[src/rtl/digit_ctrl_pkg.sv]
// =====================================================================
// digit_ctrl_pkg : shared types and constants for the digit controller
// rev 1.0
// =====================================================================
`default_nettype none

package digit_ctrl_pkg;

  typedef enum logic [0:0] {
    PAUSED  = 1'b0,
    RUNNING = 1'b1
  } mode_t;

  // Digit 3 is thousands, digit 0 is units.
  typedef logic [3:0][3:0] bcd4_t;

  localparam int KEY_INC = 0;
  localparam int KEY_DEC = 1;
  localparam int KEY_CLR = 2;
  localparam int KEY_RUN = 3;

  localparam int FIELD_W = 128;
  localparam int FIELD_H = 32;

endpackage

`default_nettype wire

[src/rtl/bcd_counter4.sv]
// =====================================================================
// bcd_counter4 : 4-digit wrapping BCD up/down counter with clear
// rev 1.0
// =====================================================================
`default_nettype none

module bcd_counter4
  import digit_ctrl_pkg::*;
(
  input  logic  clk,
  input  logic  reset,
  input  logic  inc,
  input  logic  dec,
  input  logic  clr,
  output bcd4_t value
);

  function automatic bcd4_t bcd_inc(input bcd4_t v);
    bcd4_t r;
    logic  carry;
    r     = v;
    carry = 1'b1;
    for (int i = 0; i < 4; i++) begin
      if (carry) begin
        if (r[i] == 4'd9) begin
          r[i] = 4'd0;
        end else begin
          r[i]  = r[i] + 4'd1;
          carry = 1'b0;
        end
      end
    end
    return r;
  endfunction

  function automatic bcd4_t bcd_dec(input bcd4_t v);
    bcd4_t r;
    logic  borrow;
    r      = v;
    borrow = 1'b1;
    for (int i = 0; i < 4; i++) begin
      if (borrow) begin
        if (r[i] == 4'd0) begin
          r[i] = 4'd9;
        end else begin
          r[i]   = r[i] - 4'd1;
          borrow = 1'b0;
        end
      end
    end
    return r;
  endfunction

  bcd4_t value_nxt;

  // Simultaneous inc and dec cancel; clear overrides both.
  always_comb begin
    value_nxt = value;
    if (clr) begin
      value_nxt = '0;
    end else if (inc && !dec) begin
      value_nxt = bcd_inc(value);
    end else if (dec && !inc) begin
      value_nxt = bcd_dec(value);
    end
  end

  always_ff @(posedge clk or posedge reset) begin
    if (reset) begin
      value <= '0;
    end else begin
      value <= value_nxt;
    end
  end

endmodule

`default_nettype wire

[src/rtl/digit_frame_ctrl.sv]
// =====================================================================
// digit_frame_ctrl : frame-synchronous key handling, run mode and render
// rev 1.0
// =====================================================================
`default_nettype none

module digit_frame_ctrl
  import digit_ctrl_pkg::*;
#(
  parameter int FRAMES_PER_STEP = 60,
  parameter int KEY_SYNC_STAGES = 2
) (
  input  logic       clk,
  input  logic       reset,
  input  logic [3:0] keys,
  input  logic       vsync,
  input  logic [8:0] hpos,
  input  logic [8:0] vpos,
  input  logic       display_on,
  output logic [3:0] digit,
  output logic [2:0] xofs,
  output logic [2:0] yofs,
  output logic       digit_en,
  output logic       running
);

  localparam int              CNT_W    = (FRAMES_PER_STEP > 1) ? $clog2(FRAMES_PER_STEP) : 1;
  localparam logic [CNT_W-1:0] CNT_LAST = CNT_W'(FRAMES_PER_STEP - 1);

  logic [KEY_SYNC_STAGES-1:0][3:0] key_sync;
  logic [3:0]       key_prev;
  logic [3:0]       key_rise;
  logic             vsync_sync;
  logic             vsync_prev;
  logic             frame_tick;
  logic [3:0]       pending;
  logic [CNT_W-1:0] frame_cnt;
  mode_t            state;
  mode_t            state_nxt;
  logic             key_change;
  logic             auto_step;
  logic             ctr_inc;
  logic             ctr_dec;
  logic             ctr_clr;
  bcd4_t            value;
  logic             in_field;
  logic [1:0]       digit_sel;

  always_ff @(posedge clk or posedge reset) begin
    if (reset) begin
      key_sync <= '0;
      key_prev <= '0;
    end else begin
      key_sync[0] <= keys;
      for (int i = 1; i < KEY_SYNC_STAGES; i++) begin
        key_sync[i] <= key_sync[i-1];
      end
      key_prev <= key_sync[KEY_SYNC_STAGES-1];
    end
  end

  assign key_rise = key_sync[KEY_SYNC_STAGES-1] & ~key_prev;

  // History resets high so that release with vsync idle produces no tick.
  always_ff @(posedge clk or posedge reset) begin
    if (reset) begin
      vsync_sync <= 1'b1;
      vsync_prev <= 1'b1;
    end else begin
      vsync_sync <= vsync;
      vsync_prev <= vsync_sync;
    end
  end

  assign frame_tick = vsync_prev & ~vsync_sync;

  // An edge landing on the tick itself seeds the next frame's pending set.
  always_ff @(posedge clk or posedge reset) begin
    if (reset) begin
      pending <= '0;
    end else if (frame_tick) begin
      pending <= key_rise;
    end else begin
      pending <= pending | key_rise;
    end
  end

  always_ff @(posedge clk or posedge reset) begin
    if (reset) begin
      state <= PAUSED;
    end else begin
      state <= state_nxt;
    end
  end

  always_comb begin
    state_nxt = state;
    if (frame_tick && pending[KEY_RUN]) begin
      state_nxt = (state == PAUSED) ? RUNNING : PAUSED;
    end
  end

  always_comb begin
    running = (state == RUNNING);
  end

  always_ff @(posedge clk or posedge reset) begin
    if (reset) begin
      frame_cnt <= '0;
    end else if (state != RUNNING || state_nxt != RUNNING) begin
      frame_cnt <= '0;
    end else if (frame_tick) begin
      frame_cnt <= (frame_cnt == CNT_LAST) ? '0 : frame_cnt + 1'b1;
    end
  end

  assign key_change = pending[KEY_CLR] | (pending[KEY_INC] ^ pending[KEY_DEC]);
  assign auto_step  = (state == RUNNING) && (frame_cnt == CNT_LAST);

  assign ctr_clr = frame_tick & pending[KEY_CLR];
  assign ctr_dec = frame_tick & ~pending[KEY_CLR] & pending[KEY_DEC] & ~pending[KEY_INC];
  assign ctr_inc = frame_tick & ((~pending[KEY_CLR] & pending[KEY_INC] & ~pending[KEY_DEC])
                                 | (auto_step & ~key_change));

  bcd_counter4 u_counter (
    .clk   (clk),
    .reset (reset),
    .inc   (ctr_inc),
    .dec   (ctr_dec),
    .clr   (ctr_clr),
    .value (value)
  );

  assign in_field  = display_on && (hpos < 9'(FIELD_W)) && (vpos < 9'(FIELD_H));
  assign digit_sel = 2'd3 - hpos[6:5];

  always_ff @(posedge clk or posedge reset) begin
    if (reset) begin
      digit    <= '0;
      xofs     <= '0;
      yofs     <= '0;
      digit_en <= 1'b0;
    end else begin
      digit    <= in_field ? value[digit_sel] : 4'd0;
      xofs     <= hpos[4:2];
      yofs     <= vpos[4:2];
      digit_en <= in_field;
    end
  end

endmodule

`default_nettype wire
[config.mk]
export PLATFORM = sky130hd
export DESIGN_NAME = digit_frame_ctrl
export DESIGN_NICKNAME = d
export VERILOG_FILES = /design/src/rtl/digit_ctrl_pkg.sv /design/src/rtl/bcd_counter4.sv /design/src/rtl/digit_frame_ctrl.sv
export SDC_FILE = /design/constraint.sdc
export NUM_CORES = 1
export LEC_CHECK = 0
export ABC_AREA = 1
export BUFFER_PORTS_ARGS = -buffer_cell sky130_fd_sc_hd__buf_2
export CORE_MARGIN = 1.5
export CORE_UTILIZATION = 30
export CTS_CLUSTER_DIAMETER = 30
export DETAILED_ROUTE_END_ITERATION = 12
export PLACE_DENSITY = 0.56
export SLEW_MARGIN = 20
export SYNTH_ARGS = -nofsm -noshare
export SYNTH_HDL_FRONTEND = slang
export SYNTH_HIERARCHICAL = 1
export SYNTH_SLANG_ARGS = --single-unit
[constraint.sdc]
create_clock -name clk -period 4.8 [get_ports clk]
set_clock_uncertainty 0.15 [all_clocks]
set_input_delay 0.48 -clock clk [delete_from_list [all_inputs] [get_ports clk]]
set_output_delay 0.48 -clock clk [all_outputs]
set_load 0.02 [all_outputs]
==> results.cfg, run 1 <==
[outcome]
status = finished, final reports clean

[floorplanning]
fp.dieW_um = 102
coreArea_um2 = 9370
die_area_um2 = 10400
io_pins = 38
dieHeight_um = 102
start_util_pct = 31.2
num_rows = 35

[global_routing]
grt_usage_pct = 12.4
antenna_found_initial = 0
grt_pass1_vias = 2248
gr-total-overflow = 0
grt_pass1_wl_mm = 10.3
grt_max_degree = 32

[worst_setup_path]
cpMaxStageDelayCell = dfstp_2
path_max_fanout = 11
reg2reg_to = u_counter/value[14]
rrSetupSlack_ns = 2.15
end_kind = flop
cp-endpoint = u_counter/value[14]
crit_required_ns = 4.85
r2r-start = vsync_sync
r2r_cells = 12
worstPathCellList = inv_1 > nand2_4 > clkinv_4 > nand3_1 > a21oi_1 > ha_1 > nor2_2 > nand2_1 > nand3_4 > nor2_4 > nand3_1 > nand2_1
start_kind = flop
crit_type = reg2reg
startpoint = vsync_sync
cp.arrival_ns = 2.71
max_stage_delay_ns = 0.54

[yosys]
synth_edf_count = 0
synth_largest_area_cell = dfrtp_1
ys.flop_type = dfrtp_1
synth_seq_cells = 52
async_reset_ff_share_pct = 100
synth_area_um2 = 2930
synth_area_leaders = dfrtp_1 43%, nand2_1 11%, ha_1 7.3%, nand3_1 6.5%, nor2_1 5.3%
synth_commonest_cells = 85 x nand2_1, 50 x dfrtp_1, 41 x nor2_1
synth-seq-area-share_pct = 44.5
synth_warnings = 6
syn_nets = 406
synth_most_common_cell = nand2_1
avgSynthCellArea_um2 = 8.07
synth_top_area_share_pct = 42.7
syn_inst = 363
synthDistinctLibCells = 28

[power_and_ir_drop]
leakage_nw = 1.67
p_total_w = 0.00152
ir_worst_vdd_mv = 0.136
powerDensity_nw_per_um2 = 454

[layout]
diodes = 0
drive_gt1_share_pct = 17.4
utilization_pct = 35.7
areaGrowthSynthToFinish_pct = 14.2
nets = 444
fill_cells = 1012
final_cells = 531

[detailed_routing]
drt_iter0_markers = 125
routed_wl_mm = 5.89
drc = 0
num_vias = 2379
first_pass_iters = 4
wl_per_cell_um = 11.1
avgViaCountPerCell = 4.48
drtAntennaViolNets = 0

[clocking]
clk_pin_slew_ns = 0.11
clk_latency_ns = 0.31
clockRootBuffer = clkbuf_8
cts.path.max_buffers = 2
cts-htree-levels = 2
clock_sinks = 52
cts_made_buffers = 5
cts_tree = done

[worst_hold_path]
min_path_type = in2reg

[timing]
min_period_over_period_pct = 55.3
fin_crit_ns = 2.65
setup_viol = 0
slew-limit-headroom_pct = 55.1
worst_slew_pin_slew_ns = 0.673
final_hold_viol_count = 0
setup_tns_ns = 0
fin_ws_ns = 2.15
clock.fmax_mhz = 377
final-max-slew-violation-count = 0
grt_setup_unrepaired = false

[place]
place.gp.congestion = 0.830
place_ws_ns = 2.16
dp_hpwl_mm = 4.40
port_buffers = 33
placed_cells = 522

[run]
cap_violations = 0
## cell type report
type                    instances  area, µm²  share of cell area, %
clock buffers                   5       68.8                   2.06
well taps                     129        161                   4.83
flip-flops and latches         52       1300                   39.0
inverters                      48        185                   5.54
repair buffers                 35        183                   5.46
multi-input cells             259       1410                   42.3
clock inverters                 3       28.8                  0.861
## how the worst min path moves through the flow
stage	from	end	slack (ns)	cells after the start
floorplan	key_sync[0]	key_sync[4]	0.18	0
global placement	key_sync[0]	key_sync[4]	0.18	0
detailed placement	key_sync[1]	key_sync[5]	0.19	0
CTS	vsync	vsync_sync	0.09	1
global route	vsync	vsync_sync	0.08	1
finish	vsync	vsync_sync	0.11	1
## kinds of logic after synthesis
group	synth area share (%)
xor gates and xnor gates	2.39
AOI/OAI and AO/OA	8.12
buffers and inverters	7.22
adders and majority gates	7.26
DFF	44.5
and+or+nand+nor	30.5
## where the power goes
part	internal, W	switching, W	total, W
sequential	0.000516	0.000119	0.000635
combinational	0.000234	0.000380	0.000614
clock	0.000110	0.000159	0.000269
total	0.000860	0.000658	0.00152
## critical path, delay by kind of cell (launching register included)
family                   cells  cell delay [ns]
AND/OR/NAND/NOR              8             1.37
flip-flops                   1             0.54
adder cells (fa/ha/maj)      1             0.27
buffers and inverters        2             0.15
AO/OA/AOI/OAI                1             0.05
## cells in the final DEF (no fill, tap or decap)
cell	Yosys	layout
nand3_4	1	1
dfrtp_1	50	50
nor3_1	1	1
nand2_4	7	7
o211ai_1	1	1
nor2_2	1	1
dlygate4sd3_1	0	1
inv_1	39	39
buf_2	3	33
a21oi_1	8	8
nor2_1	41	41
nand3_2	2	2
inv_2	8	8
nand3_1	38	38
xor2_1	5	5
nand4_1	7	7
nand2_1	85	85
inv_6	0	2
clkinv_4	1	1
ha_1	17	17
dfstp_2	2	2
o22ai_1	5	5
o21ai_0	18	18
xnor2_1	3	3
nand2_2	2	2
o31ai_1	1	1
buf_4	0	1
nor2_4	4	4
a31oi_1	1	1
o21ai_1	11	11
clkbuf_8	0	5
inv_8	0	1
## registers in the layout (all words and copies together) (netlist names)
register / count
pending: 4
digit: 4
yofs: 3
u_counter/value: 16
vsync_prev: 1
vsync_sync: 1
key_prev: 4
running: 1
digit_en: 1
xofs: 3
frame_cnt: 6
key_sync: 8
## through the flow
step                cell area, µm²  hold slack, ns
floorplan                     2930           0.181
global placement              3240           0.183
detailed placement            3240           0.188
CTS                           3340          0.0933
global route                  3340          0.0801
finish                        3340           0.106
## what timing repair did
action	CTS	global route
endpoints found under the setup margin	0	0
gates resized for setup	0	0
hold buffers	1	0
hold endpoints to repair	5	0
setup buffers	0	0
## layer usage
metal	global-route usage, %	up-vias	wire, µm
met3	1.86	4	176
met1	17.2	1096	3000
met5	0	-	0
met2	20.1	38	2670
li1	-	1241	-
met4	3.31	0	51
Note: power is estimated with default switching activity, not from simulation.
==> run 2, diff against run 1 <==
==> constraint.sdc (replaced) <==
create_clock -name clk -period 2.6 [get_ports clk]
set_clock_uncertainty 0.15 [all_clocks]
set_input_delay 0.26 -clock clk [delete_from_list [all_inputs] [get_ports clk]]
set_output_delay 0.26 -clock clk [all_outputs]
set_load 0.02 [all_outputs]
==> run 2 against run 1 <==
Register-to-register slack worse by 1.9 ns; global-route usage up 0.075 points; combinational power up 91%.
==> results.cfg, run 2 (synthesis results as in run 1) <==
[outcome]
status = finished, final reports clean

[clocking]
clk_pin_slew_ns = 0.10
cts.path.max_buffers = 2
clk_latency_ns = 0.31
cts_tree = done
cts-htree-levels = 2
cts_made_buffers = 5
clock_sinks = 52
clockRootBuffer = clkbuf_8

[timing]
setup_tns_ns = 0
min_period_over_period_pct = 92.4
fin_crit_ns = 2.40
clock.fmax_mhz = 416
slew-limit-headroom_pct = 56.0
final_hold_viol_count = 0
worst_slew_pin_slew_ns = 0.659
setup_viol = 0
final-max-slew-violation-count = 0

[worst_setup_path]
cp.arrival_ns = 2.46
end_kind = flop
startpoint = frame_cnt[1]
crit_required_ns = 2.66
path_max_fanout = 10
worstPathCellList = ha_1 > nand3_1 > nor2_1 > nand2_1 > a21oi_1 > ha_2 > inv_2 > nor2_4 > buf_4 > nand2_4 > nand2_4 > nor2_4 > nand3_1 > nand2_1
reg2reg_to = u_counter/value[13]
path_buf_inv = 2
cpMaxStageDelayCell = dfrtp_1
cpLargestDelayFamily = simple AND/OR/NAND/NOR gates
crit_type = reg2reg
max_stage_delay_ns = 0.40
rrSetupSlack_ns = 0.20
r2r-start = frame_cnt[1]
start_kind = flop
r2r_cells = 14

[detailed_routing]
num_vias = 2434
wirelength_met1_mm = 2.97
first_pass_iters = 4
drc = 0
wl_per_cell_um = 11.3
met2WireLength_mm = 2.96
avgViaCountPerCell = 4.46
routed_wl_mm = 6.15
wl_met3_um = 157
drtAntennaViolNets = 0
drt_iter0_markers = 161
top_layer = met4

[layout]
areaGrowthSynthToFinish_pct = 19.6
layout_common_cells = 84 x nand2_1, 50 x dfrtp_1, 41 x nor2_1, 39 x inv_1, 38 x nand3_1
final_cells = 546
largest_register_ffs = 16
stdcell_area_um2 = 3500
drive_gt1_share_pct = 18.2
nets = 459
fill_cells = 988
diodes = 0
largest_register = u_counter/value
layout_commonest_cell = nand2_1
largestRegisters = u_counter/value x16, key_sync x8, frame_cnt x6

[global_routing]
grt_pass1_wl_mm = 10.3
grt_usage_pct = 12.5
gr-total-overflow = 0
antenna_found_initial = 0
grt_pass1_vias = 2286
grt_max_degree = 32

[run]
cap_violations = 0

[floorplanning]
die_area_um2 = 10400
coreArea_um2 = 9370
dieHeight_um = 102
fp.dieW_um = 102
io_pins = 38
num_rows = 35
start_util_pct = 31.2

[worst_hold_path]
holdPathStages = 4
min_path_type = in2reg
worstHoldStart = vpos[7]
whs_endpoint = digit_en

[place]
dp_hpwl_mm = 4.50
placed_area_um2 = 3240
place.gp.congestion = 0.849
port_buffers = 33
placed_cells = 523

[power_and_ir_drop]
leakage_nw = 1.74
p_total_w = 0.00285
powerDensity_nw_per_um2 = 814
ir_worst_vdd_mv = 0.269
==> run 2: cell count changes in the layout (fill, tap and decap cells not counted) <==
cell           previous run  this run
dlygate4sd3_1             1        12
buf_12                    0         1
nand2_1                  85        84
ha_1                     17        16
nand2_2                   2         3
buf_4                     1         4
ha_2                      0         1
==> run 2: power by group <==
part | switching (W) | leakage, nW | total, W | internal, W
Sequential | 0.000222 | 0.644 | 0.00117 | 0.000952
Clock | 0.000302 | 0.0511 | 0.000506 | 0.000204
Combinational | 0.000718 | 1.04 | 0.00117 | 0.000451
==> run 2: through the flow <==
step	hold slack [ns]	setup WS, ns	util, %
final	0.157	0.199	37.4
after global routing	0.166	-0.0149	37.4
after CTS	0.159	0.0781	36.9
after detailed placement	0.0397	0.0909	34.6
after global placement	0.0367	0.115	34.6
after floorplan	0.0237	0.472	-
==> run 2: how the worst max path moves through the flow <==
| stage | slack, ns | depth (start not counted) | end |
|---|---|---|---|
| after global placement | 0.12 | 13 | u_counter/value[13] |
| after global routing | -0.01 | 14 | u_counter/value[15] |
| final | 0.20 | 14 | u_counter/value[13] |
| after detailed placement | 0.09 | 13 | u_counter/value[13] |
| after floorplan | 0.47 | 13 | u_counter/value[8] |
| after CTS | 0.08 | 13 | u_counter/value[13] |
==> run 2: cell type report <==
cell class                      count  area (µm²)  area share (%)
Timing Repair Buffer               50         335            9.58
Sequential cell                    52        1300            37.2
Clock inverter                      3        28.8           0.822
Clock buffer                        5        68.8            1.97
Tap cell                          129         161            4.61
Multi-Input combinational cell    259        1420            40.5
Inverter                           48         185            5.29
==> run 2: worst register-to-register path, cell delays in order (launching register included) <==
cell     delay [ns]
dfrtp_1        0.40
ha_1           0.22
nand3_1        0.09
nor2_1         0.15
nand2_1        0.08
a21oi_1        0.14
ha_2           0.26
inv_2          0.09
nor2_4         0.19
buf_4          0.17
nand2_4        0.07
nand2_4        0.10
nor2_4         0.07
nand3_1        0.08
nand2_1        0.06
==> run 2: routing by layer <==
| layer | up-vias | global-route usage [%] |
|---|---|---|
| met2 | 41 | 21.4 |
| li1 | 1268 | - |
| met1 | 1120 | 16.3 |
| met3 | 5 | 2.07 |
| met4 | 0 | 3.21 |
| met5 | - | 0 |
==> run 2: repair_timing <==
| item | CTS | global route |
|---|---|---|
| hold endpoints to repair | 32 | 0 |
| setup buffers | 0 | 3 |
| endpoints found under the setup margin | 0 | 13 |
| resized for setup | 0 | 2 |
| hold buffers | 12 | 0 |
==> run 3, diff against run 2 <==
--- a/config.mk
+++ b/config.mk
@@ -11,9 +11,8 @@
 export CORE_UTILIZATION = 30
 export CTS_CLUSTER_DIAMETER = 30
 export DETAILED_ROUTE_END_ITERATION = 12
-export PLACE_DENSITY = 0.56
+export PLACE_DENSITY = 0.58
 export SLEW_MARGIN = 20
 export SYNTH_ARGS = -nofsm -noshare
 export SYNTH_HDL_FRONTEND = slang
-export SYNTH_HIERARCHICAL = 1
 export SYNTH_SLANG_ARGS = --single-unit
==> constraint.sdc (replaced) <==
create_clock -name clk -period 2.1 [get_ports clk]
set_clock_uncertainty 0.15 [all_clocks]
set_input_delay 0.21 -clock clk [delete_from_list [all_inputs] [get_ports clk]]
set_output_delay 0.21 -clock clk [all_outputs]
set_load 0.02 [all_outputs]
==> run 3 against run 2 <==
First-iteration DRC count fell by 11%; total power rose by 26%; clock power rose by 29%; non-clock buffer count rose by 2; utilization fell by 0.80 points; maximum frequency rose by 26%; synthesized cell count rose by 0.83%; die area fell by 3.0%; routed wire length fell by 2.4%; sequential share of layout area rose by 1.5 points; combinational power rose by 23%; critical path type unchanged.
==> results.cfg, run 3 <==
[clocking]
clk_latency_ns = 0.33
ctsResizeCount = 0
clk_pin_slew_ns = 0.12
cts_made_buffers = 5
cts-htree-levels = 2
cts.path.max_buffers = 2
cts_tree = done
clock_sinks = 52
clockRootBuffer = clkbuf_8

[power_and_ir_drop]
p_sw_share_pct = 44.2
ir_worst_vdd_mv = 0.433
pwr-share-clk_pct = 18.1
power_frac_comb_pct = 39.9
p_int_w = 0.00201
leakage_nw = 1.71
powerDensity_nw_per_um2 = 1070
seqPwrFrac_pct = 42.0
p_total_w = 0.00360
power.switching_w = 0.00159

[layout]
nets = 448
areaGrowthSynthToFinish_pct = 18.5
diodes = 0
layout_commonest_cell = nand2_1
drive_gt1_share_pct = 17.1
largestRegisters = u_counter.value x16, key_sync x8, frame_cnt x6
largest_register = u_counter.value
largest_register_ffs = 16
layout_common_cells = 94 x nand2_1, 50 x dfrtp_1, 40 x inv_1, 39 x nand3_1, 33 x buf_2
fill_cells = 939

[floorplanning]
dieHeight_um = 100
fp.dieW_um = 100
start_util_pct = 30.8
die_area_um2 = 10000
coreArea_um2 = 9200
io_pins = 38
num_rows = 35

[detailed_routing]
drtAntennaViolNets = 0
wl_per_cell_um = 11.4
num_vias = 2480
met2WireLength_mm = 2.81
routed_wl_mm = 6.00
wirelength_met1_mm = 2.88
wl_met3_um = 220
top_layer = met4
first_pass_iters = 4
avgViaCountPerCell = 4.71
drt_iter0_markers = 144
drc = 0

[worst_setup_path]
path_max_fanout = 13
end_kind = flop
cp-endpoint = u_counter.value[10]
rrSetupSlack_ns = 0.20
crit_required_ns = 2.18
startpoint = frame_cnt[1]
crit_type = reg2reg
cp.arrival_ns = 1.98
r2r_cells = 10
r2r-start = frame_cnt[1]
reg2reg_to = u_counter.value[10]
start_kind = flop

[yosys]
synth_most_common_cell = nand2_1
ys.flop_type = dfrtp_1
synth_area_um2 = 2840
synth_commonest_cells = 94 x nand2_1, 50 x dfrtp_1, 41 x inv_1
synth-simple-area-share_pct = 30.5
async_reset_ff_share_pct = 100
yosys.area_share.adder_pct = 3.53
synth_edf_count = 0
synth_seq_cells = 52
synth-seq-area-share_pct = 46.0
synth_area_leaders = dfrtp_1 44%, nand2_1 12%, nand3_1 6.9%, inv_1 5.4%, o21ai_0 4.8%
synthDistinctLibCells = 34
synthXorXnorAreaFrac_pct = 0.618
synth_top_family_by_area = simple AND/OR/NAND/NOR gates
synth_largest_area_cell = dfrtp_1
synth_top_area_share_pct = 44.1
avgSynthCellArea_um2 = 7.75
syn_inst = 366
synth_compound_area_share_pct = 11.2
synth_warnings = 0
syn_nets = 400
synth_mux_area_share_pct = 0

[global_routing]
antenna_found_initial = 0
gr-total-overflow = 0
grt_pass1_vias = 2350
grt_pass1_wl_mm = 10.6
grt_usage_pct = 13.0
grt_max_degree = 43

[place]
place.gp.congestion = 0.860
place_ws_ns = 0.191
dp_hpwl_mm = 4.27
port_buffers = 33

[run]
cap_violations = 0

[timing]
min_period_over_period_pct = 90.6
slew-limit-headroom_pct = 75.8
final-max-slew-violation-count = 0
grt_setup_unrepaired = false
fin_crit_ns = 1.90
setup_tns_ns = 0
setup_viol = 0
clock.fmax_mhz = 526
fin_ws_ns = 0.198
worst_slew_pin_slew_ns = 0.364
final_hold_viol_count = 0

[outcome]
status = finished, final reports clean

[worst_hold_path]
min_path_type = in2reg
==> run 3: metrics by stage <==
stage	cell area (µm²)	hold WS [ns]	utilization, %	instances
2_1_floorplan	2840	0.0645	-	366
4_1_cts	3360	0.0172	36.6	526
3_3_place_gp	3140	0.000958	34.2	506
5_1_grt	3360	0.0445	36.6	526
6_report	3360	0.0228	36.6	526
3_5_place_dp	3140	0.00573	34.2	506
==> run 3: area by class of cell <==
type                            instances  area, µm²  area share, %
Sequential cell                        52       1300           38.8
Multi-Input combinational cell        258       1300           38.7
Timing Repair Buffer                   52        350           10.4
Inverter                               45        171           5.10
Tap cell                              111        139           4.13
Clock buffer                            5       68.8           2.05
Clock inverter                          3       28.8          0.856
==> run 3: cell families (layout without fill, tap and decap cells) <==
group / Yosys count / in the layout
simple gates: 188 / 188
flops: 52 / 52
fa+ha+maj: 8 / 8
buf+inv: 56 / 105
xor+xnor: 2 / 2
compound gates: 60 / 60
==> run 3: power by group through the flow <==
stage	sequential (W)	clock [W]	combinational [W]
final	0.00151	0.000651	0.00144
after global routing	0.00156	0.000712	0.00169
after CTS	0.00151	0.000677	0.00144
after detailed placement	0.00153	0	0.00141
after global placement	0.00152	0	0.00138
after floorplan	0.00137	0	0.00126
==> run 3: repair_timing <==
item	CTS	global route
buffers inserted	0	0
endpoints found under the hold margin	63	0
hold buffers	12	0
==> run 3: layer usage <==
metal	vias up	track usage (%)
met2	59	21.6
met3	7	1.88
met5	-	0
met1	1131	16.9
met4	0	5.85
li1	1283	-
==> run 3: critical path: stages, from the launching register on <==
cell and delay, ns:
dfrtp_1 0.39, ha_1 0.17, inv_1 0.06, nor2_1 0.15, nand3_2 0.12, nand2_4 0.15, nand2_4 0.14, nand2_4 0.13
nand3_2 0.18, nand2_1 0.10, o21ai_1 0.06
==> run 3: how the worst min path moves through the flow <==
stage | from | slack [ns] | cells after the start | endpoint
after CTS | vpos[5] | 0.02 | 3 | digit_en
final | vpos[5] | 0.02 | 3 | digit_en
after detailed placement | reset | 0.006 | 2 | xofs[0]
after global routing | vpos[5] | 0.04 | 3 | digit_en
after global placement | reset | 0.001 | 2 | xofs[0]
after floorplan | vsync | 0.06 | 0 | vsync_sync
